File: src/rtl/agc_timepulse_sched.sv
// AGC time-pulse sequencer: one-hot T01..T(NT) with sub-phases, run/drain/step control of MCTs.
// Optional `ifdef TPG_STALL_EN adds a stall input that freezes the sequence while busy.
module agc_timepulse_sched #(
  parameter int DIV    = 2,
  parameter int NPHASE = 4,
  parameter int NT     = 12,
  parameter int CW     = 16
) (
  input  logic                      SIM_CLK,
  input  logic                      SIM_RST,
  input  logic                      run,
  input  logic                      step_req,
`ifdef TPG_STALL_EN
  input  logic                      stall,
`endif
  output logic                      step_ack,
  output logic [NT-1:0]             tpulse,
  output logic [$clog2(NPHASE)-1:0] phase,
  output logic                      phase_tick,
  output logic                      mct_end,
  output logic [CW-1:0]             mct_count,
  output logic                      busy
);

  localparam int PW = $clog2(NPHASE);
  localparam int DW = (DIV > 1) ? $clog2(DIV) : 1;

  typedef enum logic [1:0] {
    IDLE  = 2'd0,
    RUN   = 2'd1,
    DRAIN = 2'd2,
    STEP  = 2'd3
  } state_t;

  state_t          state, state_n;
  logic [DW-1:0]   div, div_n;
  logic [PW-1:0]   phase_n;
  logic [NT-1:0]   tpulse_n;
  logic [CW-1:0]   count_n;
  logic            ack_n, tick_n, end_n, busy_n;
  logic            start, advance;
  logic            stall_i, hold;
  logic            div_last, phase_last, at_end;

`ifdef TPG_STALL_EN
  assign stall_i = stall;
`else
  assign stall_i = 1'b0;
`endif

  // Boundary detection uses the internal position, not the registered flags,
  // so a boundary held by a stall still fires once the stall lifts.
  assign div_last   = (div == DW'(DIV - 1));
  assign phase_last = (phase == PW'(NPHASE - 1));
  assign at_end     = (state != IDLE) && div_last && phase_last && tpulse[NT-1];
  assign hold       = stall_i && (state != IDLE);

  always_comb begin
    state_n  = state;
    div_n    = div;
    phase_n  = phase;
    tpulse_n = tpulse;
    count_n  = mct_count;
    ack_n    = 1'b0;
    start    = 1'b0;
    advance  = 1'b0;

    case (state)
      IDLE: begin
        if (run) begin
          state_n = RUN;
          start   = 1'b1;
        end else if (step_req) begin
          state_n = STEP;
          start   = 1'b1;
        end
      end
      RUN, DRAIN, STEP: begin
        if (!hold) begin
          if (at_end) begin
            count_n = mct_count + 1'b1;
            if (state == STEP) begin
              state_n = IDLE;
              ack_n   = 1'b1;
            end else if (run) begin
              state_n = RUN;
              start   = 1'b1;
            end else begin
              state_n = IDLE;
            end
          end else begin
            advance = 1'b1;
            if (state != STEP) state_n = run ? RUN : DRAIN;
          end
        end
      end
      default: state_n = IDLE;
    endcase

    if (start) begin
      div_n    = '0;
      phase_n  = '0;
      tpulse_n = NT'(1);
    end else if (advance) begin
      div_n = div_last ? '0 : div + 1'b1;
      if (div_last) begin
        phase_n = phase_last ? '0 : phase + 1'b1;
        if (phase_last) tpulse_n = {tpulse[NT-2:0], tpulse[NT-1]};
      end
    end else if (state_n == IDLE) begin
      div_n    = '0;
      phase_n  = '0;
      tpulse_n = '0;
    end

    busy_n = (state_n != IDLE);
    tick_n = busy_n && !hold && (div_n == DW'(DIV - 1));
    end_n  = tick_n && (phase_n == PW'(NPHASE - 1)) && tpulse_n[NT-1];
  end

  always_ff @(posedge SIM_CLK or posedge SIM_RST) begin
    if (SIM_RST) begin
      state      <= IDLE;
      div        <= '0;
      phase      <= '0;
      tpulse     <= '0;
      mct_count  <= '0;
      step_ack   <= 1'b0;
      phase_tick <= 1'b0;
      mct_end    <= 1'b0;
      busy       <= 1'b0;
    end else begin
      state      <= state_n;
      div        <= div_n;
      phase      <= phase_n;
      tpulse     <= tpulse_n;
      mct_count  <= count_n;
      step_ack   <= ack_n;
      phase_tick <= tick_n;
      mct_end    <= end_n;
      busy       <= busy_n;
    end
  end

endmodule

File: config.mk
export PLATFORM = sky130hd
export DESIGN_NAME = agc_timepulse_sched
export DESIGN_NICKNAME = d
export VERILOG_FILES = /design/src/rtl/agc_timepulse_sched.sv
export SDC_FILE = /design/constraint.sdc
export NUM_CORES = 1
export LEC_CHECK = 0
export BUFFER_PORTS_ARGS = -buffer_cell sky130_fd_sc_hd__buf_2
export CAP_MARGIN = 20
export CORE_MARGIN = 2
export CORE_UTILIZATION = 50
export CTS_BUF_LIST = sky130_fd_sc_hd__clkbuf_16
export CTS_CLUSTER_DIAMETER = 100
export DETAILED_ROUTE_END_ITERATION = 16
export MAX_ROUTING_LAYER = met4
export PLACE_DENSITY = 0.75
export SLEW_MARGIN = 25
export SYNTH_ARGS = -nofsm -noshare
export SYNTH_HDL_FRONTEND = slang
export SYNTH_SLANG_ARGS = --single-unit
File: constraint.sdc
create_clock -name SIM_CLK -period 4.4 [get_ports SIM_CLK]
set_input_delay 0.44 -clock SIM_CLK [delete_from_list [all_inputs] [get_ports SIM_CLK]]
set_output_delay 0.44 -clock SIM_CLK [all_outputs]
set_load 0.005 [all_outputs]
==> Word level (Yosys, flattened, before mapping) <==
Cells that the tools add are included.
{ "word_totals": {"ff_bits": 37, "in_bits": 4, "output_inout_bits": 34, "word_cells": 68} }
{ "classes": {"addsub": 3, "eq_ne": 8, "muxes": 33, "reduce_logical": 14} }
{ "ops": {"columns": ["cell", "count"], "rows": [
  ["$mux W12", 5],
  ["$mux W2", 10],
  ["$add A16 B1 Y16 const B", 1],
  ["$mux W1", 16],
  ["$eq A2 B2 Y1 const B", 4],
  ["$logic_and A1 B1 Y1", 6],
  ["$logic_not A2 Y1", 2],
  ["$pmux W2 S2", 1],
  ["$reduce_bool A2 Y1", 2],
  ["$ne A3 B2 Y1 const B", 1],
  ["$ne A3 B3 Y1 const B", 1],
  ["$reduce_and A3 Y1", 1],
  ["$reduce_bool A3 Y1", 1],
  ["$reduce_or A3 Y1", 1],
  ["$add A2 B1 Y2 const B", 1],
  ["$eq A2 B1 Y1 const B", 1],
  ["$ne A2 B2 Y1 const B", 1],
  ["$pmux W1 S2", 1],
  ["$reduce_and A2 Y1", 1],
  ["$add A1 B1 Y1 const B", 1]
]} }

==> Depth between registers and ports, before layout <==
Gate-level depths: netlist of run 1.
{ "logic_depth": {"depth_word": 13, "depth_mapped": 6, "depth_no_buf": 5} }

==> Least setup slack after synthesis of run 1 <==
Ideal clock, no wire load.
{ "synth_path": {"kind": "flip-flop to flip-flop", "startpoint": "register phase[0]", "endpoint": "register mct_count[15]", "setup_time_ps": 79, "t_arrival_ps": 1852, "required_time_ps": 4321, "slack_ps": 2469, "path_stages_with_launch": 7, "path_buffers": 1, "period_less_slack_ps": 1931, "cell_sequence": "dfrtp_1 > ha_1 > o2111ai_2 > or4_4 > buf_6 > nor4_4 > xor2_1"} }
{ "synth_between": {"elab_chain_cells": 4} }
{ "synth_lines": {"columns": ["element", "line", "rtl"], "rows": [
  ["from (decl)", "18", "output logic [$clog2(NPHASE)-1:0] phase,"],
  ["from (signal assigned)", "135", "phase <= phase_n;"],
  ["$eq A2 B2 Y1", "54", "assign phase_last = (phase == PW'(NPHASE - 1));"],
  ["$logic_and A1 B1 Y1 (2 in a row)", "55", "assign at_end = (state != IDLE) && div_last && phase_last && tpulse[NT-1];"],
  ["$reduce_and A2 Y1 (no line)", null, null],
  ["to (signal assigned)", "137", "mct_count <= count_n;"],
  ["to (decl)", "21", "output logic [CW-1:0] mct_count,"]
]} }
No other way between the ends.
A chain may end at the register's enable or synchronous reset.

==> Worst setup path in the final report of run 1 <==
Same ends and word-level chain as after synthesis.

==> results of run 1 <==
## power by group
part           internal (W)  switching, W  total [W]
combinational     0.0000722     0.0000861   0.000158
clock              0.000263      0.000127   0.000390
sequential         0.000378     0.0000574   0.000436
## final cells by class
class / count / area [um^2]
fill: 243 / 1080
sequential: 37 / 926
multi-input combinational: 87 / 624
timing repair buffer: 38 / 193
clock buffer: 5 / 125
tap: 44 / 55.1
clock inverter: 3 / 37.5
inverter: 4 / 15.0
## worst min-delay path, cell delays in order
cell	delay (ns)
buf_2	0.09
inv_1	0.04
buf_4	0.40
## worst max path at each step
| stage | start | end | slack, ns | depth (start not counted) |
|---|---|---|---|---|
| 2_1_floorplan | phase[0] | mct_count[15] | 2.47 | 6 |
| 3_3_place_gp | phase[0] | mct_count[15] | 2.47 | 5 |
| 3_5_place_dp | phase[0] | mct_count[15] | 2.40 | 5 |
| 4_1_cts | phase[0] | mct_count[15] | 2.39 | 5 |
| 5_1_grt | phase[0] | mct_count[15] | 2.25 | 5 |
| 6_report | phase[0] | mct_count[15] | 2.39 | 5 |
## per-layer routing
layer	track usage	wire, um	vias up
met3	0.0640	126	5
li1	-	-	551
met5	-	0	-
met2	0.316	1540	27
met4	0.0745	42	0
met1	0.240	1330	562
## logic make-up after synthesis
| family | Yosys count | synth area share |
|---|---|---|
| simple gates | 43 | 0.147 |
| xor+xnor | 15 | 0.0813 |
| mux | 2 | 0.0139 |
| fa+ha+maj | 4 | 0.0279 |
| flops | 37 | 0.573 |
| compound gates | 23 | 0.116 |
| buf+inv | 10 | 0.0403 |
## Yosys cell counts (2+ instances only)
| library cell | n |
|---|---|
| ha_1 | 2 |
| nand3_1 | 6 |
| nand2b_1 | 2 |
| buf_6 | 3 |
| nand2_1 | 9 |
| maj3_1 | 2 |
| nor2_1 | 12 |
| a21oi_1 | 3 |
| dfrtp_1 | 37 |
| nor3b_1 | 2 |
| nor4_1 | 2 |
| a22o_1 | 10 |
| nand4_1 | 4 |
| xor2_1 | 5 |
| mux2_2 | 2 |
| xnor2_1 | 10 |
| and4_1 | 2 |
| inv_1 | 4 |
## metrics by stage
step / utilization / cells / cell area (um^2)
4_1_cts: 0.647 / 218 / 1980
3_3_place_gp: 0.594 / 210 / 1810
3_5_place_dp: 0.594 / 210 / 1810
2_1_floorplan: - / 134 / 1620
5_1_grt: 0.647 / 218 / 1980
6_report: 0.647 / 218 / 1980
## state kept, by name (all words and copies together) (netlist names), 2 cells and up
signal,cells
state,2
tpulse,12
phase,2
mct_count,16
==> results.sh, run 1 <==
export IMPL_place_congestion=0.849
export IMPL_slew_viol_final=0
export IMPL_path_buf_inv=0
export IMPL_cts_sinks=37
export IMPL_hold_path_class="input port to async pin"
export IMPL_synthCells=134
export IMPL_ys_ff_latch=37
export IMPL_cp_cell_sequence="ha_1 -> o2111ai_2 -> or4_4 -> nor4_4 -> xor2_1"
export IMPL_fp_dieW_um=60.8
export IMPL_hold_viol=0
export IMPL_vias=1145
export IMPL_grt_start_max_net_pins=38
export IMPL_required_ns=4.60
export IMPL_clk_path_buf_depth=2
export IMPL_avgViaCountPerCell=5.25
export IMPL_wl_per_cell_um=13.9
export IMPL_clock_skew_ns=0.00515
export IMPL_antenna_found_initial=0
export IMPL_fin_hold_ws_ns=0.262
export IMPL_core_area_um2=3050
export IMPL_synth_edf_count=0
export IMPL_synth_area_top_cells="dfrtp_1 57%, a22o_1 5.4%, xnor2_1 5.4%"
export IMPL_crit_fanout=7
export IMPL_crit_path_max_incr_delay_ns=0.58
export IMPL_first_global_vias=1106
export IMPL_fin_crit_sh=0.457
export IMPL_power_w=0.000984
export IMPL_start_kind="flop"
export IMPL_htree_levels=2
export IMPL_first_pass_iters=4
export IMPL_cts_setup_buffers=0
export IMPL_nets=179
export IMPL_grt_pass1_wl_um=5160
export IMPL_cts_root_buffer="clkbuf_16"
export IMPL_ctsResizeCount=0
export IMPL_drt_total_wl_um=3040
export IMPL_die_area_um2=3700
export IMPL_final_cell_mix="37 x dfrtp_1, 37 x buf_2, 12 x nor2_1"
export IMPL_netlist_area_um2=1620
export IMPL_cp_slowest_cell="or4_4"
export IMPL_arrival_ns=2.21
export IMPL_synth_area_per_cell_um2=12.1
export IMPL_clk_pin_slew_ns=0.06
export IMPL_drc_errors=0
export IMPL_status="finished clean"
export IMPL_slew_limit_headroom=0.451
export IMPL_io_buffers=37
export IMPL_pre_cts_ws_ns=2.40
export IMPL_synth_top_area_share=0.573
export IMPL_area_growth_pct=22.3
export IMPL_p_per_area_nw_per_um2=498
export IMPL_p_leak_nw=1.02
export IMPL_setup_ws_ns=2.39
export IMPL_critPathCaptureType="flop"
export IMPL_hold_buffers=0
export IMPL_antenna_cells=0
export IMPL_synth_seq_area_share=0.573
export IMPL_ff2ff_setup_slack_ns=2.39
export IMPL_synth_flop_cell="dfrtp_1"
export IMPL_crit_family="simple AND/OR/NAND/NOR gates"
export IMPL_ir_drop_mv=0.319
export IMPL_worstReg2RegEnd="mct_count[15]"
export IMPL_gr_total_overflow=0
export IMPL_max_freq_ghz=0.497
export IMPL_ys_types=35
export IMPL_tightestPinTransition_ns=0.823
export IMPL_grt_usage=0.200
export IMPL_drt_initial_drc_count=56
export IMPL_hpwl_um=2150
export IMPL_synth_fp_nets=140
export IMPL_std_cell_rows=20
export IMPL_ys_warn_count=0
export IMPL_cts_buffers_inserted=5
export IMPL_synth_top_area_cell="dfrtp_1"
export IMPL_initial_core_util=0.529
export IMPL_antenna_left=0
export IMPL_grt_setup_unrepaired="false"
export IMPL_async_reset_ff_frac=1.00
export IMPL_rr_worst_depth=5
export IMPL_finalCriticalPeriod_ns=2.01
export IMPL_die_height_um=60.8
export IMPL_drive_gt1_frac=0.287
export IMPL_critPathKind="flop to flop"
export IMPL_maxCapViolations=0
export IMPL_cts_tree="done"
export IMPL_io_pins=38
export IMPL_clk_insertion_delay_late_ns=0.28
export IMPL_setup_viol=0
export IMPL_rr_startpoint="phase[0]"
export IMPL_fin_setup_tns_ns=0
(Power assumes the default switching activity.)
==> run 2, diff against run 1 <==
--- a/config.mk
+++ b/config.mk
@@ -5,10 +5,11 @@
 export SDC_FILE = /design/constraint.sdc
 export NUM_CORES = 1
 export LEC_CHECK = 0
+export ABC_AREA = 1
 export BUFFER_PORTS_ARGS = -buffer_cell sky130_fd_sc_hd__buf_2
 export CAP_MARGIN = 20
 export CORE_MARGIN = 2
-export CORE_UTILIZATION = 50
+export CORE_UTILIZATION = 48
 export CTS_BUF_LIST = sky130_fd_sc_hd__clkbuf_16
 export CTS_CLUSTER_DIAMETER = 100
 export DETAILED_ROUTE_END_ITERATION = 16
==> constraint.sdc (replaced) <==
create_clock -name SIM_CLK -period 1.77 [get_ports SIM_CLK]
set_input_delay 0.177 -clock SIM_CLK [delete_from_list [all_inputs] [get_ports SIM_CLK]]
set_output_delay 0.177 -clock SIM_CLK [all_outputs]
set_load 0.005 [all_outputs]
==> results.sh, run 2 <==
export IMPL_status="finished, violations left"
export IMPL_violations="negative hold slack"
export IMPL_ir_drop_mv=0.969
export IMPL_slew_viol_final=0
export IMPL_fillers=280
export IMPL_final_cell_mix="39 x nand2_1, 37 x dfrtp_1, 37 x buf_2"
export IMPL_dp_cells=269
export IMPL_mostFrequentLayoutCell="nand2_1"
export IMPL_netlist_area_um2=1730
export IMPL_crit_path_max_incr_delay_ns=0.39
export IMPL_htree_levels=2
export IMPL_critPathKind="flop to flop"
export IMPL_ys_ff_latch=37
export IMPL_synth_top_area_cell="dfrtp_1"
export IMPL_start_kind="flop"
export IMPL_cts_setup_buffers=0
export IMPL_antenna_cells=0
export IMPL_ff2ff_setup_slack_ns=0.15
export IMPL_synth_edf_count=0
export IMPL_std_cell_rows=21
export IMPL_nets=236
export IMPL_synth_top_area_share=0.537
export IMPL_rr_worst_depth=9
export IMPL_grt_setup_unrepaired="false"
export IMPL_setup_viol=0
export IMPL_fin_hold_ws_ns=-0.00570
export IMPL_synth_flop_cell="dfrtp_1"
export IMPL_fp_dieW_um=64.0
export IMPL_clock_skew_ns=0.00392
export IMPL_path_buf_inv=1
export IMPL_critPathCaptureType="flop"
export IMPL_clk_path_buf_depth=2
export IMPL_io_pins=38
export IMPL_synth_fp_nets=191
export IMPL_maxCapViolations=0
export IMPL_synth_area_top_cells="dfrtp_1 54%, nand2_1 8.5%, nor2_1 5.7%"
export IMPL_wl_per_cell_um=12.2
export IMPL_worstReg2RegEnd="mct_count[11]"
export IMPL_ys_warn_count=0
export IMPL_ctsResizeCount=0
export IMPL_cts_sinks=37
export IMPL_gr_total_overflow=0
export IMPL_cp_cell_sequence="ha_1 -> nand3_4 -> nor2_8 -> inv_6 -> nor2_4 -> nand2_4 -> nor2_4 -> nand2_2 -> xnor2_2"
export IMPL_slew_limit_headroom=0.696
export IMPL_hpwl_um=2410
export IMPL_hold_buffers=0
export IMPL_first_global_vias=1359
export IMPL_area_growth_pct=25.3
export IMPL_antenna_left=0
export IMPL_io_buffers=37
export IMPL_largest_reg_flops=16
export IMPL_hold_viol=17
export IMPL_fin_setup_tns_ns=0
export IMPL_reg_largest_list="mct_count x16, tpulse x12"
export IMPL_synth_common_cells="39 x nand2_1, 37 x dfrtp_1, 26 x nor2_1, 25 x inv_1, 10 x o22ai_1"
export IMPL_cpMostUsedCell="nor2_4"
export IMPL_arrival_ns=1.79
export IMPL_first_pass_iters=4
export IMPL_antenna_found_initial=0
export IMPL_core_area_um2=3390
export IMPL_grt_start_max_net_pins=38
export IMPL_grt_pass1_wl_um=5850
export IMPL_drive_gt1_frac=0.268
export IMPL_tightestPinTransition_ns=0.456
export IMPL_clk_insertion_delay_late_ns=0.28
export IMPL_die_area_um2=4090
export IMPL_die_height_um=64.0
export IMPL_fin_crit_sh=0.918
export IMPL_multi_input_area_um2=682
export IMPL_max_freq_ghz=0.616
export IMPL_p_leak_nw=1.16
export IMPL_crit_fanout=10
export IMPL_synthCells=185
export IMPL_finalCriticalPeriod_ns=1.62
export IMPL_p_per_area_nw_per_um2=1440
export IMPL_yosysMostFrequentCell="nand2_1"
export IMPL_power_w=0.00312
export IMPL_avgViaCountPerCell=4.87
export IMPL_drc_errors=0
export IMPL_rr_startpoint="phase[1]"
export IMPL_cts_tree="done"
export IMPL_required_ns=1.93
export IMPL_vias=1348
export IMPL_cp_slowest_cell="dfrtp_1"
export IMPL_crit_family="simple AND/OR/NAND/NOR gates"
export IMPL_grt_usage=0.198
export IMPL_async_reset_ff_frac=1.00
export IMPL_initial_core_util=0.509
export IMPL_final_cells=277
export IMPL_synth_area_per_cell_um2=9.33
export IMPL_hold_path_class="input port to async pin"
export IMPL_utilization=0.638
export IMPL_cts_root_buffer="clkbuf_16"
export IMPL_max_flop_register="mct_count"
export IMPL_regArea_um2=926
export IMPL_ys_types=26
export IMPL_drt_total_wl_um=3370
export IMPL_cts_buffers_inserted=5
export IMPL_drt_initial_drc_count=65
export IMPL_place_congestion=0.838
export IMPL_clk_pin_slew_ns=0.06
export IMPL_synth_seq_area_share=0.537
[run 2: how the worst max path moves through the flow]
stage	endpoint	cells after the start	start
finish	mct_count[11]	9	phase[1]
global route	mct_count[11]	9	phase[1]
CTS	mct_count[11]	9	phase[1]
detailed placement	mct_count[11]	9	phase[1]
global placement	mct_count[11]	9	phase[1]
floorplan	mct_count[11]	9	phase[1]
[run 2: area by class of cell]
cell class                      count  share of cell area
Clock buffer                        5              0.0579
Clock inverter                      3              0.0301
Inverter                           27              0.0492
Multi-Input combinational cell    120               0.315
Sequential cell                    37               0.428
Tap cell                           46              0.0266
Timing Repair Buffer               39              0.0926
[run 2: per-stage QoR]
| step | setup WS, ns | instance area, um^2 |
|---|---|---|
| final | 0.146 | 2160 |
| after CTS | 0.121 | 2160 |
| after floorplan | 0.241 | 1730 |
| after detailed placement | 0.138 | 1970 |
| after global routing | 0.00354 | 2160 |
| after global placement | 0.210 | 1970 |
[run 2: power breakdown]
group	internal, W	switching, W
logic	0.000324	0.000483
registers	0.00101	0.000163
clock network	0.000804	0.000333
total	0.00214	0.000978
[run 2: tightest hold or removal path, delay by kind of cell]
family | cells | cell delay, ns
buffers and inverters | 3 | 0.54
[run 2: cell families after synthesis]
group,synth area share
xor+xnor,0.0754
fa+ha+maj,0.0145
simple gates,0.250
buf+inv,0.0682
flops,0.537
compound gates,0.0551
[run 2: per-layer routing]
| layer | GRT usage | wire length, um | vias to the layer above | part of all wire |
|---|---|---|---|---|
| met5 | - | 0 | - | 0 |
| met2 | 0.313 | 1600 | 38 | 0.48 |
| met4 | 0.0951 | 91 | 0 | 0.027 |
| met1 | 0.224 | 1480 | 631 | 0.44 |
| li1 | - | - | 670 | - |
| met3 | 0.0687 | 196 | 9 | 0.058 |
